--- src/rtl/alu_operand_sequencer_pkg.sv ---
// ---------------------------------------------------------------------------
// alu_operand_sequencer_pkg
// Shared definitions for the ALU front-end controller: default widths, the
// FSM state encodings and the opcode values the ALU understands.
// No ports; imported by the sequencer, its debouncer, its interface and the
// testbench.
// ---------------------------------------------------------------------------
package alu_operand_sequencer_pkg;

  // Default operand/result and opcode widths for the board ALU
  localparam int NB_DATA_DEF   = 8;
  localparam int NB_OPCODE_DEF = 6;
  localparam int NB_STATE      = 3;

  // Sequencer states; encoding 3'd7 is unused and recovers to ST_WAIT_A
  localparam logic [NB_STATE-1:0] ST_WAIT_A   = 3'd0;
  localparam logic [NB_STATE-1:0] ST_WAIT_B   = 3'd1;
  localparam logic [NB_STATE-1:0] ST_WAIT_OP  = 3'd2;
  localparam logic [NB_STATE-1:0] ST_ISSUE    = 3'd3;
  localparam logic [NB_STATE-1:0] ST_WAIT_RES = 3'd4;
  localparam logic [NB_STATE-1:0] ST_DONE     = 3'd5;
  localparam logic [NB_STATE-1:0] ST_ERROR    = 3'd6;

  // ALU opcodes (MIPS funct-style encodings)
  localparam logic [NB_OPCODE_DEF-1:0] OP_ADD = 6'b100000;
  localparam logic [NB_OPCODE_DEF-1:0] OP_SUB = 6'b100010;
  localparam logic [NB_OPCODE_DEF-1:0] OP_AND = 6'b100100;
  localparam logic [NB_OPCODE_DEF-1:0] OP_OR  = 6'b100101;
  localparam logic [NB_OPCODE_DEF-1:0] OP_XOR = 6'b100110;
  localparam logic [NB_OPCODE_DEF-1:0] OP_NOR = 6'b100111;
  localparam logic [NB_OPCODE_DEF-1:0] OP_SRA = 6'b000011;
  localparam logic [NB_OPCODE_DEF-1:0] OP_SRL = 6'b000010;

endpackage

--- src/rtl/alu_operand_sequencer_if.sv ---
// ---------------------------------------------------------------------------
// alu_operand_sequencer_if
// Bus between the operand sequencer (master) and the ALU (slave).
//   o_first_operator   master->slave  operand A
//   o_second_operator  master->slave  operand B
//   o_opcode           master->slave  operation select
//   o_valid            master->slave  one-cycle issue strobe
//   i_result           slave->master  ALU result
//   i_result_valid     slave->master  result qualifier
// Signal names keep the sequencer's point of view.
// ---------------------------------------------------------------------------
interface alu_operand_sequencer_if
  import alu_operand_sequencer_pkg::*;
#(
  parameter int NB_DATA   = NB_DATA_DEF,
  parameter int NB_OPCODE = NB_OPCODE_DEF
) ();

  logic [NB_DATA-1:0]   o_first_operator;
  logic [NB_DATA-1:0]   o_second_operator;
  logic [NB_OPCODE-1:0] o_opcode;
  logic                 o_valid;
  logic [NB_DATA-1:0]   i_result;
  logic                 i_result_valid;

  // Sequencer side: drives operands and the strobe, receives the result
  modport master (
    output o_first_operator, o_second_operator, o_opcode, o_valid,
    input  i_result, i_result_valid
  );

  // ALU side: the mirror image
  modport slave (
    input  o_first_operator, o_second_operator, o_opcode, o_valid,
    output i_result, i_result_valid
  );

endinterface

--- src/rtl/alu_operand_sequencer_btn_debouncer.sv ---
// ---------------------------------------------------------------------------
// alu_operand_sequencer_btn_debouncer
// Synchronises one asynchronous push-button, qualifies its level after
// DEBOUNCE_CYCLES consecutive cycles of a differing synced value, and emits a
// one-cycle pulse on each accepted rising level.
//   i_clock  system clock
//   i_reset  synchronous active-high reset (clears synchroniser and counter)
//   i_btn    raw button, active-high, asynchronous
//   o_pulse  one-cycle pulse per accepted press
// ---------------------------------------------------------------------------
module alu_operand_sequencer_btn_debouncer #(
  parameter int DEBOUNCE_CYCLES = 1000000
) (
  input  logic i_clock,
  input  logic i_reset,
  input  logic i_btn,
  output logic o_pulse
);

  localparam int NB_CNT = (DEBOUNCE_CYCLES > 1) ? $clog2(DEBOUNCE_CYCLES) : 1;
  localparam logic [NB_CNT-1:0] CNT_LAST = NB_CNT'(DEBOUNCE_CYCLES - 1);

  logic              r_sync0;
  logic              r_sync1;
  logic              r_level;
  logic              r_pulse;
  logic [NB_CNT-1:0] r_count;

  // Two-flop synchroniser feeds a counter that only runs while the synced
  // value disagrees with the accepted level; any agreement (a bounce back)
  // restarts it. The pulse is raised on the same edge the level flips to 1,
  // so a held button can never produce a second pulse.
  always_ff @(posedge i_clock) begin
    if (i_reset) begin
      r_sync0 <= 1'b0;
      r_sync1 <= 1'b0;
      r_level <= 1'b0;
      r_pulse <= 1'b0;
      r_count <= '0;
    end else begin
      r_sync0 <= i_btn;
      r_sync1 <= r_sync0;
      r_pulse <= 1'b0;
      if (r_sync1 != r_level) begin
        if (r_count == CNT_LAST) begin
          r_level <= r_sync1;
          r_pulse <= r_sync1;
          r_count <= '0;
        end else begin
          r_count <= r_count + 1'b1;
        end
      end else begin
        r_count <= '0;
      end
    end
  end

  assign o_pulse = r_pulse;

endmodule

--- src/rtl/alu_operand_sequencer.sv ---
// ---------------------------------------------------------------------------
// alu_operand_sequencer
// Board front-end for the ALU: one load button steps the switches through
// operand A, operand B and opcode, then a one-cycle strobe is issued and the
// result is captured onto the LEDs. A clear button aborts from anywhere.
//   i_clock      system clock
//   i_reset      synchronous active-high reset
//   i_switch     board switches (asynchronous, sampled on the load pulse)
//   i_btn_load   load/advance button
//   i_btn_clear  clear button
//   io_alu       master side of the ALU bus (operands, opcode, strobe, result)
//   o_led        captured result, all ones after a result timeout
//   o_dbg_alu    {a_loaded, b_loaded, op_loaded}
//   o_state      current FSM state
//   o_error      result timeout flag
// ---------------------------------------------------------------------------
module alu_operand_sequencer
  import alu_operand_sequencer_pkg::*;
#(
  parameter int NB_DATA         = NB_DATA_DEF,
  parameter int NB_OPCODE       = NB_OPCODE_DEF,
  parameter int NB_DBG_LED      = 3,
  parameter int DEBOUNCE_CYCLES = 1000000,
  parameter int RESULT_TIMEOUT  = 16
) (
  input  logic                  i_clock,
  input  logic                  i_reset,
  input  logic [NB_DATA-1:0]    i_switch,
  input  logic                  i_btn_load,
  input  logic                  i_btn_clear,
  alu_operand_sequencer_if.master io_alu,
  output logic [NB_DATA-1:0]    o_led,
  output logic [NB_DBG_LED-1:0] o_dbg_alu,
  output logic [NB_STATE-1:0]   o_state,
  output logic                  o_error
);

  localparam int NB_TO = (RESULT_TIMEOUT > 1) ? $clog2(RESULT_TIMEOUT) : 1;
  localparam logic [NB_TO-1:0] TO_LAST = NB_TO'(RESULT_TIMEOUT - 1);

  logic                  w_loadPulse;
  logic                  w_clearPulse;
  logic [NB_STATE-1:0]   r_state;
  logic [NB_DATA-1:0]    r_firstOperator;
  logic [NB_DATA-1:0]    r_secondOperator;
  logic [NB_OPCODE-1:0]  r_opcode;
  logic                  r_valid;
  logic [NB_DATA-1:0]    r_led;
  logic [NB_DBG_LED-1:0] r_loaded;
  logic                  r_error;
  logic [NB_TO-1:0]      r_timeoutCnt;

  alu_operand_sequencer_btn_debouncer #(
    .DEBOUNCE_CYCLES(DEBOUNCE_CYCLES)
  ) u_load_debouncer (
    .i_clock(i_clock),
    .i_reset(i_reset),
    .i_btn  (i_btn_load),
    .o_pulse(w_loadPulse)
  );

  alu_operand_sequencer_btn_debouncer #(
    .DEBOUNCE_CYCLES(DEBOUNCE_CYCLES)
  ) u_clear_debouncer (
    .i_clock(i_clock),
    .i_reset(i_reset),
    .i_btn  (i_btn_clear),
    .o_pulse(w_clearPulse)
  );

  // Reset, a clear pulse and an unused state encoding all land in the same
  // place: every register zeroed and the FSM back in ST_WAIT_A. Clear is
  // checked ahead of the state case so it beats a coincident load pulse or
  // result strobe. The issue strobe is raised on the edge that enters
  // ST_ISSUE so that it is high for exactly that state's single cycle.
  always_ff @(posedge i_clock) begin
    if (i_reset || w_clearPulse || (r_state > ST_ERROR)) begin
      r_state          <= ST_WAIT_A;
      r_firstOperator  <= '0;
      r_secondOperator <= '0;
      r_opcode         <= '0;
      r_valid          <= 1'b0;
      r_led            <= '0;
      r_loaded         <= '0;
      r_error          <= 1'b0;
      r_timeoutCnt     <= '0;
    end else begin
      r_valid <= 1'b0;
      case (r_state)
        ST_WAIT_A: begin
          if (w_loadPulse) begin
            r_firstOperator <= i_switch;
            r_loaded[2]     <= 1'b1;
            r_state         <= ST_WAIT_B;
          end
        end
        ST_WAIT_B: begin
          if (w_loadPulse) begin
            r_secondOperator <= i_switch;
            r_loaded[1]      <= 1'b1;
            r_state          <= ST_WAIT_OP;
          end
        end
        ST_WAIT_OP: begin
          if (w_loadPulse) begin
            r_opcode    <= i_switch[NB_OPCODE-1:0];
            r_loaded[0] <= 1'b1;
            r_valid     <= 1'b1;
            r_state     <= ST_ISSUE;
          end
        end
        ST_ISSUE: begin
          r_timeoutCnt <= '0;
          if (io_alu.i_result_valid) begin
            r_led   <= io_alu.i_result;
            r_state <= ST_DONE;
          end else begin
            r_state <= ST_WAIT_RES;
          end
        end
        ST_WAIT_RES: begin
          if (io_alu.i_result_valid) begin
            r_led   <= io_alu.i_result;
            r_state <= ST_DONE;
          end else if (r_timeoutCnt == TO_LAST) begin
            r_error <= 1'b1;
            r_led   <= '1;
            r_state <= ST_ERROR;
          end else begin
            r_timeoutCnt <= r_timeoutCnt + 1'b1;
          end
        end
        ST_DONE: begin
          if (w_loadPulse) begin
            r_loaded <= '0;
            r_state  <= ST_WAIT_A;
          end
        end
        ST_ERROR: begin
          if (w_loadPulse) begin
            r_error  <= 1'b0;
            r_loaded <= '0;
            r_state  <= ST_WAIT_A;
          end
        end
        default: r_state <= ST_WAIT_A;
      endcase
    end
  end

  assign io_alu.o_first_operator  = r_firstOperator;
  assign io_alu.o_second_operator = r_secondOperator;
  assign io_alu.o_opcode          = r_opcode;
  assign io_alu.o_valid           = r_valid;
  assign o_led                    = r_led;
  assign o_dbg_alu                = r_loaded;
  assign o_state                  = r_state;
  assign o_error                  = r_error;

endmodule

--- src/flat_wrapper.sv ---
// flat-port wrapper written by rule: the top's interface ports become plain ports
module alu_operand_sequencer_flat import alu_operand_sequencer_pkg::*;
#(
  parameter int NB_DATA         = NB_DATA_DEF,
  parameter int NB_OPCODE       = NB_OPCODE_DEF,
  parameter int NB_DBG_LED      = 3,
  parameter int DEBOUNCE_CYCLES = 1000000,
  parameter int RESULT_TIMEOUT  = 16
)
  (i_clock, i_reset, i_switch, i_btn_load, i_btn_clear, o_led, o_dbg_alu, o_state, o_error, io_alu_o_first_operator, io_alu_o_second_operator, io_alu_o_opcode, io_alu_o_valid, io_alu_i_result, io_alu_i_result_valid);
  alu_operand_sequencer_if #(.NB_DATA(NB_DATA), .NB_OPCODE(NB_OPCODE)) io_alu_i ();
  input  logic i_clock;
  input  logic i_reset;
  input  logic [NB_DATA-1:0] i_switch;
  input  logic i_btn_load;
  input  logic i_btn_clear;
  output logic [NB_DATA-1:0] o_led;
  output logic [NB_DBG_LED-1:0] o_dbg_alu;
  output logic [NB_STATE-1:0] o_state;
  output logic o_error;
  output wire logic [$bits(io_alu_i.o_first_operator)-1:0] io_alu_o_first_operator;
  output wire logic [$bits(io_alu_i.o_second_operator)-1:0] io_alu_o_second_operator;
  output wire logic [$bits(io_alu_i.o_opcode)-1:0] io_alu_o_opcode;
  output wire logic [$bits(io_alu_i.o_valid)-1:0] io_alu_o_valid;
  input wire logic [$bits(io_alu_i.i_result)-1:0] io_alu_i_result;
  input wire logic [$bits(io_alu_i.i_result_valid)-1:0] io_alu_i_result_valid;
  assign io_alu_o_first_operator = io_alu_i.o_first_operator;
  assign io_alu_o_second_operator = io_alu_i.o_second_operator;
  assign io_alu_o_opcode = io_alu_i.o_opcode;
  assign io_alu_o_valid = io_alu_i.o_valid;
  assign io_alu_i.i_result = io_alu_i_result;
  assign io_alu_i.i_result_valid = io_alu_i_result_valid;
  alu_operand_sequencer #(.NB_DATA(NB_DATA), .NB_OPCODE(NB_OPCODE), .NB_DBG_LED(NB_DBG_LED), .DEBOUNCE_CYCLES(DEBOUNCE_CYCLES), .RESULT_TIMEOUT(RESULT_TIMEOUT)) u_core (.i_clock(i_clock), .i_reset(i_reset), .i_switch(i_switch), .i_btn_load(i_btn_load), .i_btn_clear(i_btn_clear), .io_alu(io_alu_i), .o_led(o_led), .o_dbg_alu(o_dbg_alu), .o_state(o_state), .o_error(o_error));
endmodule
--- config.mk ---
export PLATFORM = sky130hd
export DESIGN_NAME = alu_operand_sequencer_flat
export DESIGN_NICKNAME = d
export VERILOG_FILES = /design/src/rtl/alu_operand_sequencer_pkg.sv /design/src/rtl/alu_operand_sequencer_if.sv /design/src/rtl/alu_operand_sequencer_btn_debouncer.sv /design/src/rtl/alu_operand_sequencer.sv /design/src/flat_wrapper.sv
export SDC_FILE = /design/constraint.sdc
export NUM_CORES = 1
export LEC_CHECK = 0
export ABC_AREA = 1
export CAP_MARGIN = 15
export CORE_ASPECT_RATIO = 0.9
export CORE_MARGIN = 1.5
export CORE_UTILIZATION = 58
export DETAILED_ROUTE_END_ITERATION = 7
export PLACE_DENSITY = 0.84
export SYNTH_ARGS = -nofsm -noshare
export SYNTH_HDL_FRONTEND = slang
export SYNTH_SLANG_ARGS = --single-unit
--- constraint.sdc ---
create_clock -name i_clock -period 4.55 [get_ports i_clock]
set_input_delay 0.6825 -clock i_clock [delete_from_list [all_inputs] [get_ports i_clock]]
set_output_delay 0.6825 -clock i_clock [all_outputs]
set_load 0.05 [all_outputs]
== Yosys cells after proc, flatten, opt, wreduce, memory -nomap -nowiden ==
Cells that the tools add are included.

* Bits in registers: 90
* Input port bits: 21
* Output and inout bits: 38
* Word-level logic and storage cells: 101

* Add/subtract/negate cells: 3
* Magnitude comparators: 1
* Eq/ne operators: 21
* Mux-type cells: 24
* Bitwise logic cells: 5
* Reduce and logical (&&, ||, !) cells: 26

{| class="wikitable"
|+ Operator list
! operator !! number
|-
| $add 20x1->20 const B || 2
|-
| $eq 20x20->1 const B || 2
|-
| $mux 8 || 3
|-
| $mux 3 || 6
|-
| $pmux 3 s6 || 1
|-
| $pmux 8 s2 || 1
|-
| $reduce_and 3->1 || 5
|-
| $ne 2x2->1 const B || 7
|-
| $reduce_or 3->1 || 4
|-
| $reduce_and 2->1 || 5
|-
| $reduce_bool 2->1 || 5
|-
| $eq 3x3->1 const B || 3
|-
| $mux 4 || 2
|-
| $pmux 1 s2 || 4
|-
| $pmux 4 s2 || 1
|-
| $eq 3x2->1 const B || 2
|-
| $mux 1 || 6
|-
| $not 1->1 || 5
|-
| $reduce_and 5->1 || 1
|-
| $add 4x1->4 const B || 1
|-
| $eq 4x4->1 const B || 1
|-
| $ne 2x1->1 const B || 2
|-
| $reduce_and 4->1 || 1
|-
| $reduce_or 2->1 || 2
|-
| other kinds (6) || 8
|}

== Logic depth before layout (Yosys ltp) ==
* Depth after elaboration: 4
* Mapped depth: 9

== Cells and area by module ==
A second synthesis with hierarchy kept.

* Cells, all modules: 622
* Area, all modules: 4371.7 µm²

{| class="wikitable"
|+ Modules (own cells, without submodules)
! module !! instances !! cells each !! area each (µm²)
|-
| alu_operand_sequencer || 1 || 246 || 1791.7
|-
| alu_operand_sequencer_btn_debouncer (u_core.u_clear_debouncer) || 1 || 186 || 1292.5
|-
| alu_operand_sequencer_btn_debouncer (u_core.u_load_debouncer) || 1 || 190 || 1287.5
|}

== Worst setup path after synthesis ==
No wires, ideal clock.

* Path kind: register to register
* Start point: register u_core.r_state[2] (netlist: u_core.o_state[2])
* End point: register u_core.r_state[0] (netlist: u_core.o_state[0])
* Setup time: 113 ps
* Arrival time: 1482 ps
* Required time: 4437 ps
* Slack: 2955 ps
* Stages on the path, launching flop included: 8
* Buffers on the path: 0
* Period minus slack after synthesis: 1595 ps
* Cells stage by stage: dfxtp_1 -> inv_2 -> nand2_2 -> nand2_1 -> nand2_2 -> o21ai_0 -> nor2_1 -> nor2_1

* Word-level cells in the longest chain between the ends: 4
* Elaborated cells between the ends (all ways): 17
* Classes of those cells: 1 x order compare; 11 x eq/ne; 1 x mux; 4 x reduce/logical

{| class="wikitable"
|+ Ends and longest elaborated chain
! item !! line !! RTL
|-
| start, declared || alu_operand_sequencer.sv:43 || <nowiki>logic [NB_STATE-1:0] r_state;</nowiki>
|-
| start signal, assigned || alu_operand_sequencer.sv:78 || <nowiki>r_state <= ST_WAIT_A;</nowiki>
|-
| start signal, assigned || alu_operand_sequencer.sv:94 || <nowiki>r_state <= ST_WAIT_B;</nowiki>
|-
| start signal, assigned || alu_operand_sequencer.sv:101 || <nowiki>r_state <= ST_WAIT_OP;</nowiki>
|-
| $eq 3x3->1 || alu_operand_sequencer.sv:89 || <nowiki>case (r_state)</nowiki>
|-
| $reduce_or 2->1 (no line) || n/a ||
|-
| $ne 2x1->1 (no line) || n/a ||
|-
| $reduce_and 5->1 (no line) || n/a ||
|}

Parallel ways exist; a longest one is shown, timed or not.
A chain may end at the register's enable or synchronous reset.

== Worst setup path in the final report ==
* Start point: register u_core.r_state[2] (netlist: u_core.o_state[2])
* End point: output o_state[2]

{| class="wikitable"
|+ RTL lines
! item !! line !! RTL
|-
| end, declared || flat_wrapper.sv:19 || <nowiki>output logic [NB_STATE-1:0] o_state;</nowiki>
|}

No word-level cell between the ends.

==> results by group <==
Die
  • Die height: 82.05 microns
  • Core area: 0.006656 sq mm
  • # rows: 28
  • Chip width: 90.83 microns
  • Starting density of the core: 60.49%
  • Ports: 59
  • Total die area: 0.007452 sq mm

Clock network
  • Htree depth: 3
  • TritonCTS clock tree: done
  • Clock slew at reported path FFs: 0.09 ns
  • CTS buffer count: 9
  • Post_cts resized: 0
  • CTS Buffer Depth: 2
  • Clock sinks: 90
  • Postcts setup bufs: 0
  • Cts hold-fix bufs: 0
  • Clock Tree Root: clkbuf_8
  • Clock latency on the worst-skew pair: 0.35 ns

Setup path
  • WP buf/inv: 1
  • Setup CP Type: flop to output pin
  • CP max FO: 8
  • CP Launch Type: flop
  • Crit path cell chain: clkdlybuf4s50_1
  • Crit path DAT: 1.71 ns
  • WP data required: 3.87 ns
  • Crit-path max cell delay: 0.87 ns
  • Crit path max-delay cell type: clkdlybuf4s50_1
  • Crit end category: output pin
  • CP delay by family, top: buffers and inverters

Timing
  • Fin Setup TNS: 0 ns
  • Worst slew margin: 52.62%
  • Final Max Tran Viols: 0
  • Tmin final: 2.397 ns
  • Worst-Margin Slew: 0.7090 ns
  • Hold Violations, Final: 0
  • Skew final: 0.01153 ns
  • RSZ-0062 raised after global routing: false
  • Period utilization: 52.69%
  • Hold slack: 0.4074 ns
  • Final setup vio count: 0
  • F_max: 417.1 MHz

Routing
  • Antenna viol nets, final: 0
  • Wire length per cell: 11.92 microns
  • Initial DRC count: 149
  • Met2 wire length: 4.056 mm
  • DR top layer: met4
  • Sum of routed wire segments on met1: 3.874 mm
  • Vias: 3721
  • Final wirelength: 8.497 mm
  • Residual DRC count: 0
  • Met3 WL post-DR: 463 microns
  • Router iterations before antenna repair: 5
  • Via-per-instance ratio: 5.219

Finish
  • Most common cell after layout, fill and taps aside: nand2_1
  • Final net count: 642
  • Finished Layout Cells: 713
  • Area Overhead vs Synth: 21.88%
  • Commonest cells after routing, fill and taps aside: 118 x nand2_1, 105 x nor2_1, 90 x dfxtp_1
  • Antenna fix cells: 0
  • Share of layout cells above drive strength 1: 8.026%
  • Register Area: 0.001802 sq mm
  • # fillers: 515
  • Area occupied by multi-input gates: 0.001957 sq mm

Global routing
  • Number of global-route vias before repair: 3398
  • First-pass GRT wire length: 14.47 mm
  • Initial antenna violation count: 0
  • Pin count of the biggest net entering global routing: 37
  • GRT overflow: 0
  • GRT Total Usage: 23.89%

Hold path
  • Min-delay worst type: flop to flop

Logic synthesis
  • Syn_area_per_cell: 7.203 sq um
  • Synth Register Bits: 90
  • Synth Cell Area: 0.004026 sq mm
  • Post-synthesis net count: 583
  • Synth Instances: 559
  • Distinct cells, synth: 29
  • Yosys warning count: 0
  • Sequential cell area fraction in the yosys report: 44.75%

Flow run
  • Max-cap viol count: 0

Placement
  • PortBufs: 58
  • Gpl congestion: 0.9064
  • Placed cell count: 697
  • HPWL after DPL: 6.390 mm

Pwr
  • Leak: 1.661 nW
  • Maximum VDD drop: 247.4 uV
  • PD cells: 319.0 mW/mm^2

Status
  • Status: finished, final reports clean
## final cells by class
| type | instances | share of cell area [%] |
|---|---|---|
| Clock buffer | 9 | 2.524 |
| Timing Repair Buffer | 58 | 11.83 |
| Inverter | 56 | 4.284 |
| Clock inverter | 7 | 2.473 |
| Sequential cell | 90 | 36.72 |
| Tap cell | 90 | 2.295 |
| Multi-Input combinational cell | 403 | 39.88 |
## layer usage
layer  vias to the layer above  GRT usage (%)
met3                        13          5.648
met1                      1686          28.82
met2                       107          42.33
met4                         0          8.281
met5                         -              0
li1                       1915              -
## registers in the layout (all words and copies together), names as in the netlist, 3 cells and up
signal,count
u_core.io_alu.o_first_operator,8
u_core.u_load_debouncer.r_count,20
u_core.io_alu.o_second_operator,8
u_core.r_timeoutCnt,4
u_core.o_dbg_alu,3
u_core.o_led,8
u_core.u_clear_debouncer.r_count,20
u_core.o_state,3
u_core.io_alu.o_opcode,6
## cells by family (layout without fill, tap and decap cells)
kind of cell,count (synthesis),count (layout),share of synthesized area [%]
adder cells (fa/ha/maj),3,3,0.9324
flip-flops,90,90,44.75
XOR/XNOR,13,13,2.828
AO/OA/AOI/OAI,98,98,13.02
AND/OR/NAND/NOR,289,289,31.82
buffers and inverters,66,130,6.650
## worst paths after layout
check	start	slack, ns	to	cells after the start
worst max-delay path	u_core.o_state[2]$_SDFFE_PP0P_	2.15	o_state[2]	1
worst min-delay path	u_core.u_clear_debouncer.r_sync0$_SDFF_PP0_	0.41	u_core.u_clear_debouncer.r_sync1$_SDFF_PP0_	2
worst max register to register	u_core.u_load_debouncer.r_count[0]$_SDFF_PP0_	2.55	u_core.u_load_debouncer.r_count[17]$_SDFF_PP0_	6
worst min register to register	u_core.u_clear_debouncer.r_sync0$_SDFF_PP0_	0.41	u_core.u_clear_debouncer.r_sync1$_SDFF_PP0_	2
## per-stage QoR
stage / utilization, % / total power, mW / worst slack [ns] / cell area [sq um]
floorplan: - / 0.8946 / 2.955 / 4026
detailed placement: 70.04 / 0.9352 / 2.105 / 4662
finish: 73.72 / 1.565 / 2.153 / 4907
global placement: 70.04 / 0.9322 / 2.211 / 4662
CTS: 73.72 / 1.578 / 2.153 / 4907
global route: 73.72 / 1.622 / 2.096 / 4907
## cell usage after synthesis
cell type | count | area share [%]
a21oi_1 | 51 | 6.3
a21oi_2 | 2 | 0.44
a21oi_4 | 2 | 0.81
and3_1 | 1 | 0.16
buf_2 | 7 | 0.87
buf_4 | 1 | 0.19
buf_6 | 1 | 0.28
clkbuf_1 | 1 | 0.093
dfxtp_1 | 90 | 45
ha_1 | 3 | 0.93
inv_1 | 52 | 4.8
inv_2 | 4 | 0.37
nand2_1 | 118 | 11
nand2_2 | 8 | 1.2
nand2_4 | 2 | 0.56
nand3_1 | 18 | 2.2
nand3_2 | 3 | 0.75
nand3b_1 | 6 | 1.1
nand4_1 | 8 | 1.2
nor2_1 | 105 | 9.8
nor2_2 | 5 | 0.78
nor2_4 | 4 | 1.1
nor3_1 | 5 | 0.62
nor3_2 | 3 | 0.75
o21ai_0 | 42 | 5.2
o21ai_2 | 1 | 0.22
or2_0 | 3 | 0.47
xnor2_1 | 6 | 1.3
xor2_1 | 7 | 1.5
## where the power goes
group / internal [mW] / switching, mW / total [mW]
clock: 0.370 / 0.279 / 0.649
combinational: 0.0415 / 0.0684 / 0.110
sequential: 0.797 / 0.00983 / 0.807
## worst min-delay path, stage by stage, from the launching register on
cell,delay [ns]
dfxtp_1,0.30
inv_1,0.05
nor2_1,0.03
Note: power is estimated with default switching activity, not from simulation.
